## src/rtl/conv_pkg.sv

```systemverilog
`default_nettype none
// ============================================================================
// Package  : conv_pkg
// Brief    : Shared constants for the programmable 3x3 convolution kernel:
//            output mode encodings, coefficient address map, default sharpen
//            kernel and accumulator width derivations.
// Revision : 1.0 - initial release
// ============================================================================
package conv_pkg;

    // Output mode encodings; the reserved code behaves like plain clamp
    typedef enum logic [1:0] {
        MODE_CLAMP  = 2'b00,
        MODE_ABS    = 2'b01,
        MODE_BYPASS = 2'b10,
        MODE_RSVD   = 2'b11
    } mode_e;

    localparam int NUM_TAPS = 9;
    localparam int ADDR_W   = 4;
    localparam int SHIFT_W  = 3;

    // Coefficient write address map
    localparam logic [ADDR_W-1:0] ADDR_K0    = 4'd0;
    localparam logic [ADDR_W-1:0] ADDR_K1    = 4'd1;
    localparam logic [ADDR_W-1:0] ADDR_K2    = 4'd2;
    localparam logic [ADDR_W-1:0] ADDR_K3    = 4'd3;
    localparam logic [ADDR_W-1:0] ADDR_K4    = 4'd4;
    localparam logic [ADDR_W-1:0] ADDR_K5    = 4'd5;
    localparam logic [ADDR_W-1:0] ADDR_K6    = 4'd6;
    localparam logic [ADDR_W-1:0] ADDR_K7    = 4'd7;
    localparam logic [ADDR_W-1:0] ADDR_K8    = 4'd8;
    localparam logic [ADDR_W-1:0] ADDR_SHIFT = 4'd9;

    // Sharpen kernel: corners 0, cross neighbours -1, centre 5
    localparam int DEF_K_CORNER = 0;
    localparam int DEF_K_EDGE   = -1;
    localparam int DEF_K_CENTRE = 5;
    localparam int DEF_SHIFT    = 0;

    // Default coefficient for tap idx (raster order, idx 4 is the centre)
    function automatic int default_coef(input int idx);
        if (idx == 4) begin
            return DEF_K_CENTRE;
        end else if ((idx % 2) == 1) begin
            return DEF_K_EDGE;
        end else begin
            return DEF_K_CORNER;
        end
    endfunction

    // Width of one pixel x coefficient product (pixel zero-extended by one bit)
    function automatic int prod_w(input int width, input int coef_w);
        return width + coef_w + 1;
    endfunction

    // Width of a three-product row sum
    function automatic int row_w(input int width, input int coef_w);
        return width + coef_w + 3;
    endfunction

    // Width of the nine-product accumulator
    function automatic int acc_w(input int width, input int coef_w);
        return width + coef_w + 5;
    endfunction

endpackage
`default_nettype wire

```

## src/rtl/conv_coef_bank.sv

```systemverilog
`default_nettype none
// ============================================================================
// Module   : conv_coef_bank
// Brief    : Double-buffered coefficient store. Writes land in the shadow
//            bank; a commit copies the shadow bank (including a write on the
//            same edge) into the active bank that feeds the datapath.
// Revision : 1.0 - initial release
// ============================================================================
module conv_coef_bank
    import conv_pkg::*;
#(
    parameter int COEF_W = 4
) (
    input  logic                             clk,
    input  logic                             reset,
    input  logic                             coef_wr_en,
    input  logic [ADDR_W-1:0]                coef_wr_addr,
    input  logic [COEF_W-1:0]                coef_wr_data,
    input  logic                             coef_commit,
    output logic [NUM_TAPS-1:0][COEF_W-1:0]  active_coef,
    output logic [SHIFT_W-1:0]               active_shift
);

    logic [NUM_TAPS-1:0][COEF_W-1:0] shadow_q, shadow_d;
    logic [NUM_TAPS-1:0][COEF_W-1:0] active_q, active_d;
    logic [SHIFT_W-1:0]              shadow_shift_q, shadow_shift_d;
    logic [SHIFT_W-1:0]              active_shift_q, active_shift_d;

    // Shadow write decode and commit; commit sees this cycle's write
    always_comb begin
        shadow_d       = shadow_q;
        shadow_shift_d = shadow_shift_q;
        active_d       = active_q;
        active_shift_d = active_shift_q;
        if (coef_wr_en) begin
            for (int i = 0; i < NUM_TAPS; i++) begin
                if (coef_wr_addr == (ADDR_K0 + ADDR_W'(i))) begin
                    shadow_d[i] = coef_wr_data;
                end
            end
            if (coef_wr_addr == ADDR_SHIFT) begin
                shadow_shift_d = coef_wr_data[SHIFT_W-1:0];
            end
        end
        if (coef_commit) begin
            active_d       = shadow_d;
            active_shift_d = shadow_shift_d;
        end
    end

    // Bank registers; reset restores the sharpen kernel in both banks
    always_ff @(posedge clk) begin
        if (reset) begin
            for (int i = 0; i < NUM_TAPS; i++) begin
                shadow_q[i] <= COEF_W'(default_coef(i));
                active_q[i] <= COEF_W'(default_coef(i));
            end
            shadow_shift_q <= SHIFT_W'(DEF_SHIFT);
            active_shift_q <= SHIFT_W'(DEF_SHIFT);
        end else begin
            shadow_q       <= shadow_d;
            active_q       <= active_d;
            shadow_shift_q <= shadow_shift_d;
            active_shift_q <= active_shift_d;
        end
    end

    assign active_coef  = active_q;
    assign active_shift = active_shift_q;

endmodule
`default_nettype wire

```

## src/rtl/conv3x3_prog_kernel.sv

```systemverilog
`default_nettype none
// ============================================================================
// Module   : conv3x3_prog_kernel
// Brief    : 3x3 convolution over a pre-formed window with programmable
//            signed coefficients, rounding right shift, clamp/abs/bypass
//            output modes and a saturating clamp-event counter.
//            Fixed 4-cycle latency, no back-pressure.
// Revision : 1.0 - initial release
// ============================================================================
module conv3x3_prog_kernel
    import conv_pkg::*;
#(
    parameter int WIDTH  = 8,
    parameter int COEF_W = 4,
    parameter int CNT_W  = 16
) (
    input  logic              clk,
    input  logic              reset,
    input  logic [WIDTH-1:0]  data_in_0,
    input  logic [WIDTH-1:0]  data_in_1,
    input  logic [WIDTH-1:0]  data_in_2,
    input  logic [WIDTH-1:0]  data_in_3,
    input  logic [WIDTH-1:0]  data_in_4,
    input  logic [WIDTH-1:0]  data_in_5,
    input  logic [WIDTH-1:0]  data_in_6,
    input  logic [WIDTH-1:0]  data_in_7,
    input  logic [WIDTH-1:0]  data_in_8,
    input  logic              data_in_done,
    input  logic [1:0]        mode,
    input  logic              coef_wr_en,
    input  logic [3:0]        coef_wr_addr,
    input  logic [COEF_W-1:0] coef_wr_data,
    input  logic              coef_commit,
    input  logic              sat_cnt_clr,
    output logic [WIDTH-1:0]  data_out,
    output logic              data_out_done,
    output logic              sat_flag,
    output logic [CNT_W-1:0]  sat_count
);

    localparam int PROD_W = prod_w(WIDTH, COEF_W);
    localparam int ROW_W  = row_w(WIDTH, COEF_W);
    localparam int ACC_W  = acc_w(WIDTH, COEF_W);

    localparam logic signed [ACC_W-1:0] MAX_PIX_ACC = ACC_W'((1 << WIDTH) - 1);
    localparam logic [WIDTH-1:0]        MAX_PIX     = {WIDTH{1'b1}};

    // Window in raster order
    logic [WIDTH-1:0] pix [NUM_TAPS];
    assign pix[0] = data_in_0;
    assign pix[1] = data_in_1;
    assign pix[2] = data_in_2;
    assign pix[3] = data_in_3;
    assign pix[4] = data_in_4;
    assign pix[5] = data_in_5;
    assign pix[6] = data_in_6;
    assign pix[7] = data_in_7;
    assign pix[8] = data_in_8;

    logic [NUM_TAPS-1:0][COEF_W-1:0] active_coef;
    logic [SHIFT_W-1:0]              active_shift;

    conv_coef_bank #(
        .COEF_W (COEF_W)
    ) u_coef_bank (
        .clk          (clk),
        .reset        (reset),
        .coef_wr_en   (coef_wr_en),
        .coef_wr_addr (coef_wr_addr),
        .coef_wr_data (coef_wr_data),
        .coef_commit  (coef_commit),
        .active_coef  (active_coef),
        .active_shift (active_shift)
    );

    // Pipeline state
    logic signed [PROD_W-1:0] prod_q [NUM_TAPS];
    logic signed [PROD_W-1:0] prod_d [NUM_TAPS];
    logic signed [ROW_W-1:0]  row_q [3];
    logic signed [ROW_W-1:0]  row_d [3];
    logic signed [ACC_W-1:0]  acc_q, acc_d;
    logic signed [ACC_W-1:0]  sum_w, rnd_w, abs_w;
    mode_e                    mode1_q, mode2_q, mode3_q;
    logic [WIDTH-1:0]         centre1_q, centre2_q, centre3_q;
    logic [SHIFT_W-1:0]       shift1_q, shift2_q;
    logic [WIDTH-1:0]         pix_val_w;
    logic                     clamp_w;

    logic [3:0]               vld_q, vld_d;
    logic [WIDTH-1:0]         data_out_q, data_out_d;
    logic                     sat_flag_q, sat_flag_d;
    logic [CNT_W-1:0]         sat_count_q, sat_count_d;

    // Stage 1: nine signed products using the bank as it stands this edge
    always_comb begin
        for (int i = 0; i < NUM_TAPS; i++) begin
            prod_d[i] = PROD_W'(signed'({1'b0, pix[i]})) * PROD_W'(signed'(active_coef[i]));
        end
    end

    // Stage 2: three row sums
    always_comb begin
        for (int r = 0; r < 3; r++) begin
            row_d[r] = ROW_W'(prod_q[3*r]) + ROW_W'(prod_q[3*r+1]) + ROW_W'(prod_q[3*r+2]);
        end
    end

    // Stage 3: total sum then round-half-up arithmetic right shift
    always_comb begin
        sum_w = ACC_W'(row_q[0]) + ACC_W'(row_q[1]) + ACC_W'(row_q[2]);
        rnd_w = '0;
        if (shift2_q != '0) begin
            rnd_w = ACC_W'(1) <<< (shift2_q - SHIFT_W'(1));
        end
        acc_d = (sum_w + rnd_w) >>> shift2_q;
    end

    // Stage 4: mode selection and clamping of the shifted sum
    always_comb begin
        pix_val_w = '0;
        clamp_w   = 1'b0;
        abs_w     = '0;
        case (mode3_q)
            MODE_BYPASS: begin
                pix_val_w = centre3_q;
            end
            MODE_ABS: begin
                abs_w = acc_q[ACC_W-1] ? -acc_q : acc_q;
                if (abs_w > MAX_PIX_ACC) begin
                    pix_val_w = MAX_PIX;
                    clamp_w   = 1'b1;
                end else begin
                    pix_val_w = abs_w[WIDTH-1:0];
                end
            end
            default: begin
                if (acc_q[ACC_W-1]) begin
                    pix_val_w = '0;
                    clamp_w   = 1'b1;
                end else if (acc_q > MAX_PIX_ACC) begin
                    pix_val_w = MAX_PIX;
                    clamp_w   = 1'b1;
                end else begin
                    pix_val_w = acc_q[WIDTH-1:0];
                end
            end
        endcase
    end

    // Valid shift, output capture gated by stage-3 valid, saturating counter
    always_comb begin
        vld_d       = {vld_q[2:0], data_in_done};
        data_out_d  = vld_q[2] ? pix_val_w : data_out_q;
        sat_flag_d  = vld_q[2] & clamp_w;
        sat_count_d = sat_count_q;
        if (sat_cnt_clr) begin
            sat_count_d = '0;
        end else if (sat_flag_d && (sat_count_q != {CNT_W{1'b1}})) begin
            sat_count_d = sat_count_q + CNT_W'(1);
        end
    end

    // Datapath registers; validity is tracked separately so no reset needed
    always_ff @(posedge clk) begin
        prod_q    <= prod_d;
        mode1_q   <= mode_e'(mode);
        centre1_q <= data_in_4;
        shift1_q  <= active_shift;
        row_q     <= row_d;
        mode2_q   <= mode1_q;
        centre2_q <= centre1_q;
        shift2_q  <= shift1_q;
        acc_q     <= acc_d;
        mode3_q   <= mode2_q;
        centre3_q <= centre2_q;
    end

    // Control and output registers; reset drops in-flight windows
    always_ff @(posedge clk) begin
        if (reset) begin
            vld_q       <= '0;
            data_out_q  <= '0;
            sat_flag_q  <= 1'b0;
            sat_count_q <= '0;
        end else begin
            vld_q       <= vld_d;
            data_out_q  <= data_out_d;
            sat_flag_q  <= sat_flag_d;
            sat_count_q <= sat_count_d;
        end
    end

    assign data_out      = data_out_q;
    assign data_out_done = vld_q[3];
    assign sat_flag      = sat_flag_q;
    assign sat_count     = sat_count_q;

endmodule
`default_nettype wire

```

## config.mk

```make
export PLATFORM = sky130hd
export DESIGN_NAME = conv3x3_prog_kernel
export DESIGN_NICKNAME = d
export VERILOG_FILES = /design/src/rtl/conv_pkg.sv /design/src/rtl/conv_coef_bank.sv /design/src/rtl/conv3x3_prog_kernel.sv
export SDC_FILE = /design/constraint.sdc
export NUM_CORES = 1
export LEC_CHECK = 0
export CORE_MARGIN = 8
export CORE_UTILIZATION = 32
export CTS_CLUSTER_DIAMETER = 60
export DETAILED_ROUTE_END_ITERATION = 16
export GPL_TIMING_DRIVEN = 0
export HOLD_SLACK_MARGIN = 0.12
export PLACE_DENSITY = 0.47
export SLEW_MARGIN = 15
export SYNTH_ARGS = -nofsm -noshare
export SYNTH_HDL_FRONTEND = slang
export SYNTH_HIERARCHICAL = 1
export SYNTH_SLANG_ARGS = --single-unit
export TNS_END_PERCENT = 30
```

## constraint.sdc

```tcl
create_clock -name clk -period 4.99 [get_ports clk]
set_clock_uncertainty 0.1 [all_clocks]
set_input_delay 0.998 -clock clk [delete_from_list [all_inputs] [get_ports clk]]
set_output_delay 0.998 -clock clk [all_outputs]
set_load 0.02 [all_outputs]
```

==> results.py <==
metrics = {
    "logic_synthesis": {
        "synth_nets": 2867,
        "async_reset_ff_share_pct": 0,
        "synth-seq-cells": 322,
        "syn_area_per_cell_sq_um": 9.735,
        "synth-edff-count": 0,
        "yosysWarningCount": 6,
        "ys_types": 72,
        "seq_area_frac_synth_pct": 28.74,
        "syn_area_sq_mm": 0.02243,
        "synthCells": 2304,
        "synthFlopType": "dfxtp_1",
    },
    "timing": {
        "max_freq_mhz": 214.3,
        "slew_headroom_pct": 49.70,
        "tightest_slew_ps": 754.5,
        "finalSetupTns_ps": 0,
        "finalHoldViolations": 0,
        "fin_crit_ps": 4667,
        "drv_slew": 0,
        "fin_crit_sh_pct": 93.53,
        "setup_viol": 0,
        "rsz0062_at_grt": "no",
        "fin_ws_ps": 322.8,
    },
    "critical_path": {
        "r2r_start": "shift2_q[2]",
        "slowest_delay_ps": 550,
        "crit_family": "adder cells",
        "r2r-end": "acc_q[5]",
        "path_buf_inv": 4,
        "cp.arrival_ps": 5050,
        "crit_required_ps": 5380,
        "critical_path_class": "in -> reg",
        "crit_top_cell": "fa_1",
        "startpoint": "data_in_1[0]",
        "regToRegSetupSlack_ps": 330,
        "path_max_fanout": 4,
        "cpMaxStageDelayCell": "fa_1",
        "cp-end-kind": "register",
        "worstPathCellList": "clkdlybuf4s50_1 -> nand2b_1 -> fa_1 -> inv_1 -> fa_1 -> inv_1 -> fa_1 -> inv_1 -> ha_1 -> fa_1 -> a21oi_1 -> nor2_1 -> nor2_1 -> o21bai_1 -> a21oi_1 -> o21bai_1 -> a21oi_1 -> xnor2_1",
        "reg2reg_depth": 13,
        "cp-start-kind": "primary input",
    },
    "global_routing": {
        "grt_start_max_net_pins": 15,
        "grt.overflow.total": 0,
        "first_global_vias": 16960,
        "grt_pass1_wl_mm": 87.25,
        "grt_usage_pct": 13.65,
        "antenna_found_initial": 8,
    },
    "floorplanning": {
        "core-area_sq_mm": 0.06966,
        "rows": 97,
        "dieArea_sq_mm": 0.07882,
        "die_h_um": 280.8,
        "dieWidth_um": 280.8,
        "io_pins": 114,
        "initial_core_util_pct": 32.20,
    },
    "cells_and_area": {
        "final_common_cell": "dfxtp_1",
        "syn2layout_area_growth_pct": 15.74,
        "mostFrequentLayoutCells": "322 x dfxtp_1, 293 x ha_1, 261 x inv_1",
        "layout-drive-gt1-share_pct": 5.010,
        "num-nets-final": 3015,
    },
    "pwr": {
        "max-vdd-ir-drop_uv": 522.6,
        "power_density_mw_per_mm2": 646.3,
        "leakage_nw": 11.84,
    },
    "flow_run": {
        "maxCapViolCount": 0,
    },
    "clock_network": {
        "cts_sinks": 322,
        "cts_buffer_depth": 3,
        "cts.clk_slew.worst_paths_ps": 60,
        "numCtsBuffers": 38,
        "root_buffer": "clkbuf_16",
        "h-tree-depth": 2,
        "cts_tree": "done",
        "clock_latency_ps": 560,
        "hold_buffers": 0,
        "cts_setup_buffers": 0,
    },
    "min_path": {
        "worstHoldPathCells": 0,
        "min_to": "mode2_q[0]",
        "holdCritStartpoint": "mode1_q[0]",
        "hold_path_class": "reg -> reg",
    },
    "route": {
        "wire_per_inst_um": 15.51,
        "vias": 16090,
        "drcViolationCount": 0,
        "wirelength_mm": 53.00,
        "via_per_inst": 4.707,
        "drt_pass1_iterations": 5,
        "ant_nets": 0,
        "drt_iter0_markers": 629,
    },
    "placed_design": {
        "post-place-ws_ps": -264.7,
        "gp_congestion": 0.8133,
        "hpwl_mm": 43.22,
        "numPortBuffers": 108,
    },
    "outcome": {
        "status": "finished clean",
    },
}
## how the worst max path moves through the flow
| stage | end | slack, ps | cells after the start |
|---|---|---|---|
| finish | prod_q[102] | 320 | 18 |
| global route | acc_q[5] | 60 | 13 |
| CTS | acc_q[5] | 120 | 13 |
| detailed placement | prod_q[102] | -260 | 18 |
| global placement | prod_q[89] | -240 | 16 |
| floorplan | prod_q[102] | 450 | 17 |
## kinds of logic (layout without fill, tap and decap cells)
group	count (synthesis)	in the layout	share of synthesized area, %
flops	322	322	28.74
fa+ha+maj	475	475	32.59
simple gates	625	625	14.63
other cells	1	4	0.01672
compound gates	397	397	11.41
mux	33	33	1.746
xor+xnor	131	131	5.115
buf+inv	320	491	5.751
## state kept, by name, indices dropped and copies added (netlist names)
| register | count |
|---|---|
| sat_flag | 1 |
| mode3_q | 2 |
| prod_q | 117 |
| u_coef_bank/shadow_shift_q | 3 |
| centre1_q | 8 |
| data_out | 8 |
| u_coef_bank/shadow_q | 36 |
| u_coef_bank/active_coef | 36 |
| mode2_q | 2 |
| centre3_q | 8 |
| vld_q | 4 |
| mode1_q | 2 |
| acc_q | 17 |
| u_coef_bank/active_shift | 3 |
| shift1_q | 3 |
| shift2_q | 3 |
| centre2_q | 8 |
| sat_count | 16 |
| row_q | 45 |
## where the power goes
| part | switching [W] | internal, W |
|---|---|---|
| Combinational | 0.00560 | 0.00466 |
| Sequential | 0.000421 | 0.00329 |
| Clock | 0.00109 | 0.00171 |
| Total | 0.00711 | 0.00966 |
## final cells by class
type,instances,area [sq um]
repair buffers,108,1081
well taps,940,1176
inverters,262,983.4
fillers,7043,43700
plain buffers,58,310.3
clock inverters,13,193.9
clock buffers,50,1067
diodes,3,7.507
multi-input cells,1662,14690
flip-flops and latches,322,6446
## through the flow
step                hold WS [ps]  util [%]  total power [W]  cells  area, sq um
floorplan                  209.6         -          0.01169   2304        22430
global placement           210.1     35.44          0.01408   3352        24690
detailed placement         212.1     35.44          0.01408   3352        24690
CTS                        224.4     37.25          0.01706   3415        25950
global route               227.4     37.25          0.01864   3415        25950
finish                     219.4     37.26          0.01678   3418        25960
## cells in the mapped netlist (all sizes together) (13+ instances only)
cell type / instances / area [sq um]
nor2: 143 / 536.8
xor2: 30 / 262.8
o21bai: 32 / 240.2
ha: 293 / 3666
a21o: 31 / 232.7
o21ai: 91 / 493.0
and2: 159 / 994.7
a31oi: 25 / 156.4
nor2b: 15 / 93.84
mux2i: 20 / 200.2
a21oi: 128 / 640.6
inv: 262 / 983.4
clkbuf: 44 / 193.9
nand2: 107 / 401.6
nand3b: 21 / 157.7
buf: 14 / 112.6
a311oi: 21 / 183.9
nand2b: 31 / 193.9
fa: 182 / 3643
xnor2: 101 / 884.6
nand4: 13 / 81.33
nor3: 33 / 165.2
nand3: 52 / 270.3
dfxtp: 322 / 6446
## per-layer routing
metal | up-vias | GRT usage (%) | routed length, um
met5 | - | 0 | 13
met2 | 250 | 24.53 | 26350
met3 | 63 | 2.581 | 2359
met1 | 7694 | 16.71 | 23310
met4 | 2 | 3.228 | 973
li1 | 8078 | - | -
## timing repair
item,4_1_cts,5_1_grt
resized for setup,0,6
setup endpoints to repair,0,11
endpoints found under the hold margin,0,0
Note: power is estimated with default switching activity, not from simulation.
